<file path="config.mk">
export PLATFORM = sky130hd
export DESIGN_NAME = fetch_unit
export DESIGN_NICKNAME = d
export VERILOG_FILES = /design/src/rtl/fetch_unit.sv
export SDC_FILE = /design/constraint.sdc
export NUM_CORES = 1
export LEC_CHECK = 0
export ABC_AREA = 0
export BUFFER_PORTS_ARGS = -buffer_cell sky130_fd_sc_hd__clkbuf_2
export CAP_MARGIN = 5
export CORE_MARGIN = 3
export CORE_UTILIZATION = 50
export CTS_BUF_LIST = sky130_fd_sc_hd__clkbuf_8 sky130_fd_sc_hd__clkbuf_16
export CTS_CLUSTER_DIAMETER = 40
export DETAILED_ROUTE_END_ITERATION = 10
export MAX_ROUTING_LAYER = met4
export PLACE_DENSITY_LB_ADDON = 0.2
export RECOVER_POWER = 100
export SYNTH_ARGS = -nofsm -noshare
export SYNTH_HDL_FRONTEND = slang
export SYNTH_SLANG_ARGS = --single-unit
</file>
<file path="constraint.sdc">
create_clock -name clk -period 2.39 [get_ports clk]
set_input_delay 0.1195 -clock clk [delete_from_list [all_inputs] [get_ports clk]]
set_output_delay 0.1195 -clock clk [all_outputs]
set_load 0.005 [all_outputs]
</file>
<file path="src/rtl/fetch_unit.sv">
// fetch_unit: instruction-fetch stage in front of a zero-latency instruction ROM.
// It owns the PC, presents it on rom_address, and registers the returned word
// together with its PC. Decode pulls instructions over a valid/ready handshake.
// Supports redirect with flush, halt on a configurable encoding, a sticky
// misaligned-redirect flag and a count of completed handshakes.
//
// Ports:
//   clk, rst          clock, synchronous active-high reset
//   rom_address       current PC to the ROM
//   rom_instruction   ROM word for rom_address (same cycle)
//   redirect_valid    one-cycle pulse: load redirect_target and flush
//   redirect_target   new PC (low two bits dropped, flagged if nonzero)
//   out_valid/ready   handshake to decode
//   out_instruction   registered instruction
//   out_pc            address of out_instruction
//   halted            high while stopped on HALT_INSTR
//   align_err         sticky misaligned-redirect flag
//   fetch_count       completed handshakes since reset (wraps)
module fetch_unit #(
    parameter logic [31:0] RESET_PC   = 32'h0000_0000,
    parameter logic [31:0] HALT_INSTR = 32'hFFFF_FFFF
) (
    input  logic        clk,
    input  logic        rst,
    output logic [31:0] rom_address,
    input  logic [31:0] rom_instruction,
    input  logic        redirect_valid,
    input  logic [31:0] redirect_target,
    output logic        out_valid,
    input  logic        out_ready,
    output logic [31:0] out_instruction,
    output logic [31:0] out_pc,
    output logic        halted,
    output logic        align_err,
    output logic [31:0] fetch_count
);

    typedef enum logic {S_FETCH, S_HALTED} state_t;

    state_t      state, state_nxt;
    logic [31:0] pc, pc_nxt;
    logic        valid_nxt;
    logic [31:0] instr_nxt, opc_nxt, cnt_nxt;
    logic        align_nxt;
    logic        handshake, slot_free;

    assign rom_address = pc;
    assign halted      = (state == S_HALTED);
    assign handshake   = out_valid & out_ready;
    assign slot_free   = !out_valid | out_ready;

    always_ff @(posedge clk) begin
        if (rst) begin
            state           <= S_FETCH;
            pc              <= RESET_PC;
            out_valid       <= 1'b0;
            out_instruction <= 32'h0;
            out_pc          <= 32'h0;
            align_err       <= 1'b0;
            fetch_count     <= 32'h0;
        end else begin
            state           <= state_nxt;
            pc              <= pc_nxt;
            out_valid       <= valid_nxt;
            out_instruction <= instr_nxt;
            out_pc          <= opc_nxt;
            align_err       <= align_nxt;
            fetch_count     <= cnt_nxt;
        end
    end

    always_comb begin
        state_nxt = state;
        pc_nxt    = pc;
        valid_nxt = out_valid;
        instr_nxt = out_instruction;
        opc_nxt   = out_pc;
        align_nxt = align_err;
        cnt_nxt   = fetch_count;

        // A word flushed by a same-cycle redirect is not counted as delivered.
        if (handshake && !redirect_valid)
            cnt_nxt = fetch_count + 32'd1;

        if (redirect_valid) begin
            pc_nxt    = {redirect_target[31:2], 2'b00};
            valid_nxt = 1'b0;
            state_nxt = S_FETCH;
            if (redirect_target[1:0] != 2'b00)
                align_nxt = 1'b1;
        end else begin
            case (state)
                S_FETCH: begin
                    if (slot_free) begin
                        instr_nxt = rom_instruction;
                        opc_nxt   = pc;
                        valid_nxt = 1'b1;
                        // PC stays on the halt word so a later redirect is the only way on.
                        if (rom_instruction == HALT_INSTR)
                            state_nxt = S_HALTED;
                        else
                            pc_nxt = pc + 32'd4;
                    end
                end
                S_HALTED: begin
                    if (handshake)
                        valid_nxt = 1'b0;
                end
                default: state_nxt = S_FETCH;
            endcase
        end
    end

endmodule

</file>
# [Word-level counts from Yosys, hierarchy flattened]
# Cells that the tools add are included.
# Widths: inputs -> output; s select.
[classes] addsub=2 n_eq_ne=5 n_mux=10 n_bitwise=5 reduce_logical=11
[op_table] op="$mux 32" n=4
[op_table] op="$add 32x1->32 const B" n=1
[op_table] op="$add 32x3->32 const B" n=1
[op_table] op="$eq 32x32->1 const B" n=1
[op_table] op="$reduce_and 3->1" n=3
[op_table] op="$ne 2x2->1 const B" n=3
[op_table] op="$mux 1" n=5
[op_table] op="$reduce_and 2->1" n=2
[op_table] op="$reduce_bool 2->1" n=2
[op_table] op="$not 1->1" n=3
[op_table] op="$logic_not 1->1" n=2
[op_table] op="$ne 2x1->1 const B" n=1
[op_table] op="$pmux 1 s2" n=1
[op_table] op="$reduce_or 2->1" n=1
[op_table] op="$and 1x1->1" n=1
[op_table] op="$logic_and 1x1->1" n=1
[op_table] op="$or 1x1->1" n=1
[word_totals] register_bits=131 input_bits=68 out_inout_bits=131 word_cells=41

# [Depth between registers and ports, before layout]
[logic_depth] word_depth=5 depth_mapped=7 ltp_nobuf=6

# [Least setup slack after synthesis]
# Ideal clock, no wire load.
[synth_timing] path_kind="register to register" startpoint="register pc[2] (netlist: rom_address[2])" endpoint="register pc[26] (netlist: rom_address[26])" setup_time_ns=0.134 arrival_time_ns=1.625 t_required_ns=2.256 slack_ns=0.631 path_stages_with_launch=7 path_buffers=0 synth_period_minus_slack_ns=1.759 path_cell_list="dfxtp_1 -> ha_1 -> and3_2 -> nand4_4 -> a2111oi_2 -> xnor2_1 -> a21oi_1"
[synth_between] elab_chain_len=5
[synth_lines] element="start, declared" line="41" rtl="logic [31:0] pc, pc_nxt;"
[synth_lines] element="start signal, assigned" line="63" rtl="pc <= pc_nxt;"
[synth_lines] element="$add 32x3->32" line="102" rtl="pc_nxt = pc + 32'd4;"
[synth_lines] element="$mux 32" line="99" rtl="if (rom_instruction == HALT_INSTR)"
[synth_lines] element="$mux 32" line="94" rtl="if (slot_free) begin"
[synth_lines] element="$mux 32" line="92" rtl="case (state)"
[synth_lines] element="$mux 32" line="85" rtl="if (redirect_valid) begin"
# No other way between the ends. The select of a mux whose other input is x is not followed.
# A chain may end at the register's enable or synchronous reset.

# [Worst setup path after layout]
[layout_timing] startpoint="input rom_instruction[25]" endpoint="register pc[3] (netlist: rom_address[3])"
[layout_between] elab_chain_len=3
[layout_lines] element="start, declared" line="26" rtl="input logic [31:0] rom_instruction,"
[layout_lines] element="$eq 32x32->1" line="99"
[layout_lines] element="$ne 2x2->1 (no source line)"
[layout_lines] element="$reduce_and 3->1 (no source line)"
# No other way between the ends.

==> out/summary.txt <==
Placeable core region: 11100 um^2
Netlist area before placement: 5810 um^2
Clock Sinks: 127
Total I/O pin count: 199
Critical Path, Cell by Cell: dlygate4sd3_1 > clkbuf_1 > nand4_1 > nor4_1 > buf_4 > and2_1 > o21ai_0 > a311oi_1
Endpoint of the lowest-slack register-to-register path: rom_address[26]$_SDFFE_PP0P_
Worst Path Max Fanout: 22
Final net count: 1000
Pins Over Slew Limit: 0
Critical path class: in -> reg
Time the worst path needs with I/O delays and setup: 2.18 ns
Static Leak: 3.06 nW
Number of cells on the worst hold path: 3
Number of detailed-routing iterations run before antenna repair: 8
Via count: 6104
H-tree Lvls: 4
Fraction of layout cells with a size suffix above 1: 0.212
Most frequent cells in the layout: nand2_1, clkbuf_2, dfxtp_1
Post-Route Setup TNS: 0 ns
Pin slew with the least headroom to its limit: 0.598 ns
Min-Delay Path Class: in -> reg
Clk Tree Root Cell: clkbuf_16
Required time reported for the critical path endpoint: 2.71 ns
Filler Cell Count: 889
Max-cap violation count: 0
Crit path arrival time: 2.49 ns
Via count of the first global-routing pass: 5697
Deepest clock path buffer count: 2
Post-route core utilization: 0.712
Worst path max stage delay: 0.55 ns
Setup-failing EPs final: 0
Worst r2r src: rom_address[2]$_SDFFE_PP0P_
Gpl congestion: 0.882
Hold_sp: redirect_target[0]
Synth area leader: dfxtp_1
Via count normalized by instance count: 5.63
Cell types occupying the most area after synthesis: dfxtp_1, nand2_1, a21oi_1, xnor2_1, nor2_1
Buffer count from post-CTS setup fixing: 0
Die boundary height: 114 um
Worst Setup Start Kind: input pin
Effective utilization at floorplan: 0.525
Initial detailed-routing violation count: 571
First-pass GRT wire length: 28200 um
Final hold violations: 0
Worst R2R Setup Slack: 0.24 ns
Layout Skew: 0.00575 ns
Critical Path End Type: flip-flop
Status: completed
Max rail drop VDD: 0.678 mV
RSZ-0062 raised after global routing: false
Average wire per cell in the routed design: 16.3 um
Most common library cell in the layout ignoring fill and taps: nand2_1
CTS tree: built
Largest net degree at the start of global routing: 105
DIE AREA: 13000 um^2
Post-synth top area share: 0.437
Highest attainable clock frequency: 460 MHz
HPWL after detailed placement: 11600 um
Power per Cell Area: 677 nW/um^2
Number of buffers added by the clock tree synthesis step: 17
Growth of design area from synthesis to finish: 35.8%
Share of the cycle needed by the critical path after routing: 0.910
Total routed wirelength: 17600 um
Leftover overflow at the end of global routing: 0
Depth of the most critical reg-to-reg path: 6
Instance count of the mapped netlist: 689
DR DRC count: 0
GRT Overall Usage: 0.279
FF+latch count, synth: 127
Proportion of synthesized chip area in sequential cells: 0.437
Slowest-stage cell, CP: dlygate4sd3_1
Synth warnings: 0
Cell Rows: 38
Final hold slack: 0.00817 ns
Endpoint of the worst hold path: align_err$_SDFFE_PP0P_
Cell variety after synth: 58
Critical path buffers and inverters: 3
Port-buffer cells: 194
Clk slew on worst S/H paths: 0.06 ns
Crit path max-delay family: buffers and inverters
Post-Syn Area per Cell: 8.44 um^2
Antenna violations before repair: 0
Residual antenna-violating net count after detailed routing: 0
Die width: 114 um
Worst-Skew Late Latency: 0.42 ns
Max-slew headroom: 0.601
[worst max-delay path by stage]
| stage | startpoint | to | slack, ns | depth (start not counted) |
|---|---|---|---|---|
| floorplan | rom_address[2]$_SDFFE_PP0P_ | rom_address[26]$_SDFFE_PP0P_ | 0.63 | 6 |
| global placement | rom_address[4]$_SDFFE_PP0P_ | rom_address[29]$_SDFFE_PP0P_ | 0.44 | 5 |
| detailed placement | rom_address[2]$_SDFFE_PP0P_ | rom_address[26]$_SDFFE_PP0P_ | 0.34 | 6 |
| CTS | rom_instruction[24] | rom_address[3]$_SDFFE_PP0P_ | 0.27 | 8 |
| global route | rom_address[4]$_SDFFE_PP0P_ | rom_address[31]$_SDFFE_PP0P_ | 0.08 | 5 |
| finish | rom_instruction[25] | rom_address[3]$_SDFFE_PP0P_ | 0.21 | 8 |
[state kept, by name, indices dropped and copies added (netlist names)]
name,count
halted,1
out_instruction,32
out_pc,30
fetch_count,32
rom_address,30
out_valid,1
align_err,1
[worst min-delay path, cell delays in order]
cell,delay (ns)
clkbuf_2,0.07
o21ai_0,0.06
a21oi_1,0.14
[repair_timing]
item,in CTS,in global routing
gates resized for setup,0,0
endpoints found under the setup margin,0,0
hold buffers,59,1
hold endpoints to repair,59,1
[cell type report]
class	count	area, um^2	share of cell area
clock buffer	18	439	0.0557
tap	140	175	0.0222
multi-input combinational	505	2940	0.372
sequential	127	2540	0.322
timing repair buffer	269	1610	0.204
clock inverter	14	144	0.0182
antenna	1	2.50	0.000317
inverter	10	38.8	0.00492
[power breakdown]
| group | switching [mW] | internal (mW) | total [mW] |
|---|---|---|---|
| clock | 0.975 | 1.55 | 2.53 |
| sequential | 0.0882 | 2.21 | 2.30 |
| combinational | 0.276 | 0.243 | 0.519 |
[synth_stat cells (all sizes together)]
cell / instances
o21ai: 6
and3: 10
o32ai: 1
or2: 1
o22ai: 1
or4: 3
clkbuf: 31
nand3: 24
and2: 6
o41ai: 1
nand2b: 2
a22oi: 1
and4b: 1
o31ai: 2
nor3: 12
o2111a: 1
buf: 19
dfxtp: 127
or3: 2
a31oi: 3
nor2b: 1
nor2: 52
a21o: 1
inv: 9
ha: 2
nand2: 156
nor3b: 3
conb: 1
xor2: 11
nand4: 25
o311ai: 2
a311oi: 2
nor4: 5
a32oi: 1
clkinv: 1
nand3b: 1
a2111oi: 13
a211oi: 25
mux2i: 3
xnor2: 36
and4: 13
a21oi: 72
[metrics by stage]
| step | power (mW) | instances | worst slack (ns) | cell area, um^2 |
|---|---|---|---|---|
| after global placement | 2.77 | 991 | 0.441 | 6880 |
| after floorplan | 2.56 | 692 | 0.631 | 5820 |
| after global routing | 5.54 | 1083 | 0.0784 | 7890 |
| after detailed placement | 2.79 | 991 | 0.344 | 6880 |
| after CTS | 5.39 | 1082 | 0.271 | 8060 |
| final | 5.34 | 1084 | 0.214 | 7890 |
[cell families after synthesis]
group / count (synthesis) / share of synthesized area
simple gates: 317 / 0.271
compound gates: 132 / 0.163
flops: 127 / 0.437
buf+inv: 60 / 0.0480
xor+xnor: 47 / 0.0708
mux: 3 / 0.00517
fa+ha+maj: 2 / 0.00430
other cells: 1 / 0.000645
[routing by layer]
| metal | global-route usage | up-vias | part of all wire | wire length (um) |
|---|---|---|---|---|
| li1 | - | 2884 | - | - |
| met5 | - | - | 0 | 0 |
| met2 | 0.440 | 281 | 0.48 | 8460 |
| met1 | 0.342 | 2883 | 0.41 | 7270 |
| met4 | 0.102 | 0 | 0.031 | 548 |
| met3 | 0.0806 | 56 | 0.076 | 1340 |
Note: power is estimated with default switching activity, not from simulation.
